## src/rtl/intc_apb.sv

```systemverilog
// APB interrupt controller: per-source level/rising-edge pending latch, enable mask,
// lowest-index-first priority vector and registered CPU interrupt.
module intc_apb #(
  parameter int NUM_IRQ = 8,
  parameter int SYNC    = 1
) (
  input  logic               PCLK,
  input  logic               PRESETn,
  input  logic               PSEL,
  input  logic               PENABLE,
  input  logic [31:0]        PADDR,
  input  logic               PWRITE,
  input  logic [31:0]        PWDATA,
  output logic [31:0]        PRDATA,
  input  logic [NUM_IRQ-1:0] irq_i,
  output logic               irq_o,
  output logic               irqb_o,
  output logic [5:0]         vector_o
);

  localparam logic [2:0] REG_RAW = 3'd0, REG_EN = 3'd1, REG_MODE = 3'd2,
                         REG_PEND = 3'd3, REG_VEC = 3'd4, REG_SET = 3'd5;

  logic [NUM_IRQ-1:0] s, rise, active, wdat;
  logic [NUM_IRQ-1:0] prev_q, enable_q, enable_d, mode_q, mode_d, pending_q, pending_d;
  logic               irq_q, irq_d;
  logic [5:0]         vector_q, vector_d;
  logic               wr;
  logic [2:0]         sel;
  logic               unused_bits;

  assign wr          = PSEL & PENABLE & PWRITE & PRESETn;
  assign sel         = PADDR[4:2];
  assign wdat        = PWDATA[NUM_IRQ-1:0];
  assign unused_bits = ^{PADDR[31:5], PADDR[1:0], PWDATA};

  generate
    if (SYNC != 0) begin : g_sync
      logic [NUM_IRQ-1:0] sync1_q, sync2_q;
      always_ff @(posedge PCLK or negedge PRESETn) begin
        if (!PRESETn) begin
          sync1_q <= '0;
          sync2_q <= '0;
        end else begin
          sync1_q <= irq_i;
          sync2_q <= sync1_q;
        end
      end
      assign s = sync2_q;
    end else begin : g_nosync
      assign s = irq_i;
    end
  endgenerate

  assign rise   = s & ~prev_q;
  assign active = pending_q & enable_q;

  always_comb begin
    enable_d  = enable_q;
    mode_d    = mode_q;
    pending_d = pending_q;
    vector_d  = '0;
    if (wr && sel == REG_EN)   enable_d = wdat;
    if (wr && sel == REG_MODE) mode_d   = wdat;
    for (int b = 0; b < NUM_IRQ; b++) begin
      // A mode flip restarts the bit: edge mode begins empty, level mode tracks s.
      if (mode_d[b] != mode_q[b])
        pending_d[b] = mode_d[b] ? 1'b0 : s[b];
      else if (!mode_q[b])
        pending_d[b] = s[b];
      else if (rise[b] || (wr && sel == REG_SET && wdat[b]))
        pending_d[b] = 1'b1;
      else if (wr && sel == REG_PEND && wdat[b])
        pending_d[b] = 1'b0;
    end
    irq_d = |active;
    for (int b = NUM_IRQ - 1; b >= 0; b--) begin
      if (active[b]) vector_d = {1'b1, 5'(b)};
    end
  end

  always_ff @(posedge PCLK or negedge PRESETn) begin
    if (!PRESETn) begin
      prev_q    <= '0;
      enable_q  <= '0;
      mode_q    <= '0;
      pending_q <= '0;
      irq_q     <= 1'b0;
      vector_q  <= '0;
    end else begin
      prev_q    <= s;
      enable_q  <= enable_d;
      mode_q    <= mode_d;
      pending_q <= pending_d;
      irq_q     <= irq_d;
      vector_q  <= vector_d;
    end
  end

  always_comb begin
    PRDATA = '0;
    case (sel)
      REG_RAW:  PRDATA[NUM_IRQ-1:0] = s;
      REG_EN:   PRDATA[NUM_IRQ-1:0] = enable_q;
      REG_MODE: PRDATA[NUM_IRQ-1:0] = mode_q;
      REG_PEND: PRDATA[NUM_IRQ-1:0] = pending_q;
      REG_VEC:  PRDATA[5:0]         = vector_q;
      default:  PRDATA = '0;
    endcase
  end

  assign irq_o    = irq_q;
  assign irqb_o   = ~irq_q;
  assign vector_o = vector_q;

endmodule
```

## config.mk

```make
export PLATFORM = sky130hd
export DESIGN_NAME = intc_apb
export DESIGN_NICKNAME = d
export VERILOG_FILES = /design/src/rtl/intc_apb.sv
export SDC_FILE = /design/constraint.sdc
export NUM_CORES = 1
export LEC_CHECK = 0
export CAP_MARGIN = 20
export CORE_MARGIN = 3
export CORE_UTILIZATION = 47
export DETAILED_ROUTE_END_ITERATION = 10
export PLACE_DENSITY = 0.86
export SLEW_MARGIN = 10
export SYNTH_ARGS = -nofsm -noshare
export SYNTH_HDL_FRONTEND = slang
export SYNTH_SLANG_ARGS = --single-unit
```

## constraint.sdc

```tcl
create_clock -name PCLK -period 4.3 [get_ports PCLK]
set_clock_uncertainty 0.05 [all_clocks]
set_input_delay 1.29 -clock PCLK [delete_from_list [all_inputs] [get_ports PCLK]]
set_output_delay 1.29 -clock PCLK [all_outputs]
set_load 0.01 [all_outputs]
```

# Word-level counts from Yosys, hierarchy flattened

Cells that the tools add are included.
Widths: inputs -> output; s select.

Bits of input ports: 77
Register bits: 55
Word-level logic and storage cells: 124

Bitwise logic cells: 7
Reduce and logical (&&, ||, !) cells: 30
Eq/ne operators: 21
Mux-type cells: 51

Operators by type and width:

| operator           | count |
|---|---|
| $mux 6             | 8 |
| $mux 1             | 40 |
| $ne 4x1->1 const B | 8 |
| $pmux 6 s5         | 1 |
| $logic_and 1x1->1  | 20 |
| $and 8x8->8        | 2 |
| $logic_or 1x1->1   | 8 |
| $mux 8             | 1 |
| $ne 1x1->1         | 8 |
| $not 8->8          | 1 |
| $pmux 2 s4         | 1 |
| $reduce_or 8->1    | 1 |
| $eq 3x2->1 const B | 2 |
| $eq 3x3->1 const B | 2 |
| $and 1x1->1        | 3 |
| $eq 3x1->1 const B | 1 |
| $logic_not 3->1    | 1 |
| $not 1->1          | 1 |

# Longest topological paths before layout

Depth after elaboration: 9
Mapped depth: 11

# Worst setup path before layout

Ideal clock, no wire load.

Path type: input to output
Start point: input PADDR[2]
End point: output PRDATA[3]
Path slack: 0.731 ns
Buffers on the path: 2
Arrival: 2.229 ns
Stages on the path: 4
Cells stage by stage: buf_2 clkbuf_1 mux4_2 nor2b_1

Cells in the longest elaborated chain, start to end: 2
Elaborated cells on any way between the ends: 6

RTL lines:

| element                            | line | source |
|---|---|---|
| start, declared                    | 11   | `input logic [31:0] PADDR,` |
| $eq 3x3->1 (tied with other cells) | 102  | `case (sel)` |
| $pmux 6 s5 *                       | 102  |  |
| end, declared                      | 14   | `output logic [31:0] PRDATA,` |

Every way passes the cells marked *; elsewhere a longest branch is shown, timed or not.

# Worst setup path in the final report

Start point: input PADDR[4]
End point: output PRDATA[0]

Same word-level chain as after synthesis.

==> out/results.md <==
| Parameter | This run | Unit |
|:---|:---|:---|
| Result of the run | completed | - |
| Post-DR wirelength/cell | 16.0 | um |
| Psw | 0.396 | mW |
| Reg2Reg Launch Point | mode_q[3]$_DFF_PN0_ | - |
| Post-route standard cell area excluding fillers | 3420 | um^2 |
| Power share of the combinational group | 26.4 | % |
| FF-to-FF setup slack | 2.41 | ns |
| Ordered list of cells on the worst path | clkdlybuf4s50_1, buf_4, nor2b_2, a22oi_1, o22ai_1, dlygate4sd2_1 | - |
| Max layer used | met4 | - |
| Layout Utilization | 59.9 | % |
| Width of the die | 84.2 | um |
| Worst hold margin | 0.307 | ns |
| Placer Congestion | 0.887 | - |
| Most used flip-flop cell after synthesis | dfrtp_1 | - |
| Total half-perimeter wirelength after legalization and detailed placement | 4730 | um |
| Total count of max-transition violations in the final report | 0 | - |
| Synth Area in Adders | 3.48 | % |
| Total number of nets in the final design | 425 | - |
| Clock network latency to the later pin of the worst-skew pair | 0.31 | ns |
| Total setup buffers inserted after CTS | 0 | - |
| Area of the die | 7090 | um^2 |
| TritonCTS clock tree | yes | - |
| Area growth from synthesis to layout | 18.9 | % |
| Tot GR Track Use | 19.3 | % |
| Largest stage delay on the critical path | 0.57 | ns |
| Length of routed met3 wiring | 476 | um |
| Worst path required time | 2.96 | ns |
| Iteration-0 DRC count of the detailed router | 185 | - |
| Relative contribution of the clock network to total power | 24.9 | % |
| Cell Pwr Density | 387 | nW/um^2 |
| Total via count in the routed design | 2316 | - |
| Final TNS setup | 0 | ns |
| Unrepaired setup endpoints after global routing | no | - |
| Post-route minimum period | 4.13 | ns |
| Via count of the first global-routing pass | 2358 | - |
| Total clock buffers created by CTS | 5 | - |
| Number of optimization iterations in the first detailed-route pass | 4 | - |
| Filler cells | 497 | - |
| Gr ovfl total | 0 | - |
| Worst slack after detailed placement | -0.255 | ns |
| Synth Area in Simple Gates | 20.2 | % |
| Dpl cell area | 3320 | um^2 |
| Hold Vio Cnt, Final | 0 | - |
| Switching fraction of total power | 29.9 | % |
| Buffer depth of the longest clock path | 2 | - |
| Flip-flop and latch count after synthesis | 53 | - |
| Power Internal | 0.927 | mW |
| Met2 layer wire length in the routed design | 3300 | um |
| Crit path capture | PRDATA[0] | - |
| Data arrival, critical path | 2.79 | ns |
| Sequential cell fraction of total power | 48.7 | % |
| Fraction of registers with async set/reset | 100 | % |
| Post-Route WL | 6590 | um |
| Maximum ir drop on the vdd rail | 0.225 | mV |
| Number of flops mapped to enable cells by yosys | 0 | - |
| Yosys Warn Count | 0 | - |
| Leakage | 1.64 | nW |
| Tcrit/Tclk final | 96.0 | % |
| Vias/cell | 5.62 | - |
| Startpoint-to-endpoint class of the critical path | input port to primary output | - |
| Number of standard-cell rows in the floorplan | 27 | - |
| First element of the critical path | PADDR[4] | - |
| Number of levels in the clock H-tree | 2 | - |
| XOR/XNOR share of the synthesized area | 0 | % |
| Remaining max-slew budget at the tightest pin | 56.2 | % |
| IO Port Bufs | 37 | - |
| Number of nets with antenna violations after detailed routing | 0 | - |
| Clock transition at path regs | 0.09 | ns |
| # hold bufs at CTS | 0 | - |
| Sequential-to-total area share from yosys stat | 46.1 | % |
| Total of max-cap violations | 0 | - |
| Largest fanout on the critical path | 5 | - |
| Combinational family with the most area after synthesis | simple AND/OR/NAND/NOR gates | - |
| CP max-delay cell | clkdlybuf4s50_1 | - |
| Fmax | 242 | MHz |
| CP Launch Type | input port | - |
| Crit end category | primary output | - |
| Fraction of layout instances using a drive strength above 1 | 14.7 | % |
| Count of distinct cell types in the synthesized netlist | 32 | - |
| Post-Syn Instances | 287 | - |
| Met1 wire length | 2710 | um |
| Root Buffer Master | clkbuf_8 | - |
| Share of cell area taken by muxes after synthesis | 12.0 | % |
| Boundary pin count | 117 | - |
| Final routed DRC violation total | 0 | - |
| Reg2Reg Capture Point | pending_q[3]$_DFFE_PN0P_ | - |
| Worst slew pin tran | 0.657 | ns |
| Hold Crit Class | flop to flop | - |
| Global-route wire length before repair | 11000 | um |
| Effective utilization at floorplan | 50.3 | % |
| Total standard cell area after synthesis | 2870 | um^2 |
| Maximum number of pins on one net before global-route repair | 54 | - |
| Antenna cell count | 0 | - |
| Area of the core | 5710 | um^2 |
| Mean instance size in the synthesized netlist | 10.0 | um^2 |
| PnR worst setup slack | 0.171 | ns |
| Clock Sinks | 53 | - |
| Synthesized-area fraction occupied by ao, oa, aoi and oai cells | 9.40 | % |
| Number of antenna violations at the first check in global routing | 0 | - |
| Final Setup Violations | 0 | - |
| Vert. Die Dim | 84.2 | um |
| R2r worst-path depth | 7 | - |
synth_stat cells, types with 2 or more instances:
cell	n	share of area, %
or3_1	10	2.2
a311oi_1	8	2.4
inv_1	2	0.26
and4_1	2	0.61
clkbuf_1	2	0.26
nor3_1	16	2.8
mux4_2	5	3.9
o21ai_0	3	0.52
buf_2	3	0.52
a21oi_1	11	1.9
nand2_1	66	8.6
dfrtp_1	53	46
nor2_1	8	1.0
a22oi_1	13	3.4
mux2_2	16	6.3
buf_4	27	7.1
nand3_1	4	0.70
mux2i_1	4	1.4
nand2b_1	9	2.0
nor2b_1	6	1.3
ha_1	8	3.5
area by class of cell:
cell class | count | area [um^2] | area share (%)
Multi-Input combinational cell | 223 | 1400 | 40.9
Sequential cell | 53 | 1330 | 38.8
Timing Repair Buffer | 55 | 493 | 14.4
Tap cell | 72 | 90.1 | 2.64
Clock buffer | 5 | 68.8 | 2.01
Clock inverter | 2 | 35.0 | 1.03
Inverter | 2 | 7.51 | 0.220
through the flow:
step | instances | power [mW]
2_1_floorplan | 312 | 0.848
3_3_place_gp | 405 | 0.979
3_5_place_dp | 405 | 1.00
4_1_cts | 412 | 1.33
5_1_grt | 412 | 1.40
6_report | 412 | 1.32
critical path: cells and delay by family:
kind            cells  cell delay [ns]
simple gates        1             0.19
buf+inv             3             1.04
compound gates      2             0.26
layout by cell type, fill, tap and decap left out, drive strengths merged, types with 6 or more instances in the layout:
cell           instances
nand2b                 9
nor3                  17
a311oi                 8
conb                  26
nor2b                  6
a21oi                 11
nor2                   8
ha                     8
clkdlybuf4s50         30
clkbuf                 6
a22oi                 13
or3                   10
mux2                  17
nand2                 66
buf                   19
dfrtp                 53
layer usage:
layer / track usage, % / vias up
li1: - / 1069
met1: 24.3 / 1144
met2: 33.2 / 92
met3: 4.22 / 11
met4: 6.29 / 0
met5: 0 / -
registers in the layout, summed over array words and instances (netlist names):
signal	flops
g_sync.sync1_q	8
vector_o	4
irq_o	1
g_sync.sync2_q	8
pending_q	8
enable_q	8
mode_q	8
prev_q	8
what timing repair did:
action | in CTS | in global routing
pin swaps | 0 | 0
gates resized for setup | 9 | 2
setup endpoints to repair | 8 | 2
kinds of logic after synthesis:
group,count (synthesis)
DFF,53
and+or+nand+nor,124
adders and majority gates,8
buffers and inverters,36
AOI/OAI and AO/OA,39
other,1
muxes,26
how the worst min path moves through the flow:
stage,slack [ns],start,end,depth (start not counted)
global placement,0.28,g_sync.sync1_q[4]$_DFF_PN0_,g_sync.sync2_q[4]$_DFF_PN0_,0
detailed placement,0.29,g_sync.sync1_q[4]$_DFF_PN0_,g_sync.sync2_q[4]$_DFF_PN0_,0
CTS,0.31,g_sync.sync1_q[4]$_DFF_PN0_,g_sync.sync2_q[4]$_DFF_PN0_,0
finish,0.31,g_sync.sync1_q[5]$_DFF_PN0_,g_sync.sync2_q[5]$_DFF_PN0_,0
floorplan,0.28,g_sync.sync1_q[0]$_DFF_PN0_,g_sync.sync2_q[0]$_DFF_PN0_,0
global route,0.31,g_sync.sync1_q[6]$_DFF_PN0_,g_sync.sync2_q[6]$_DFF_PN0_,0
power by group through the flow:
stage	sequential (mW)	combinational [mW]	clock, mW
2_1_floorplan	0.637	0.211	0
3_3_place_gp	0.644	0.335	0
3_5_place_dp	0.649	0.351	0
4_1_cts	0.642	0.350	0.336
5_1_grt	0.655	0.385	0.356
6_report	0.645	0.349	0.329
Power figures use the tool's default switching activity.
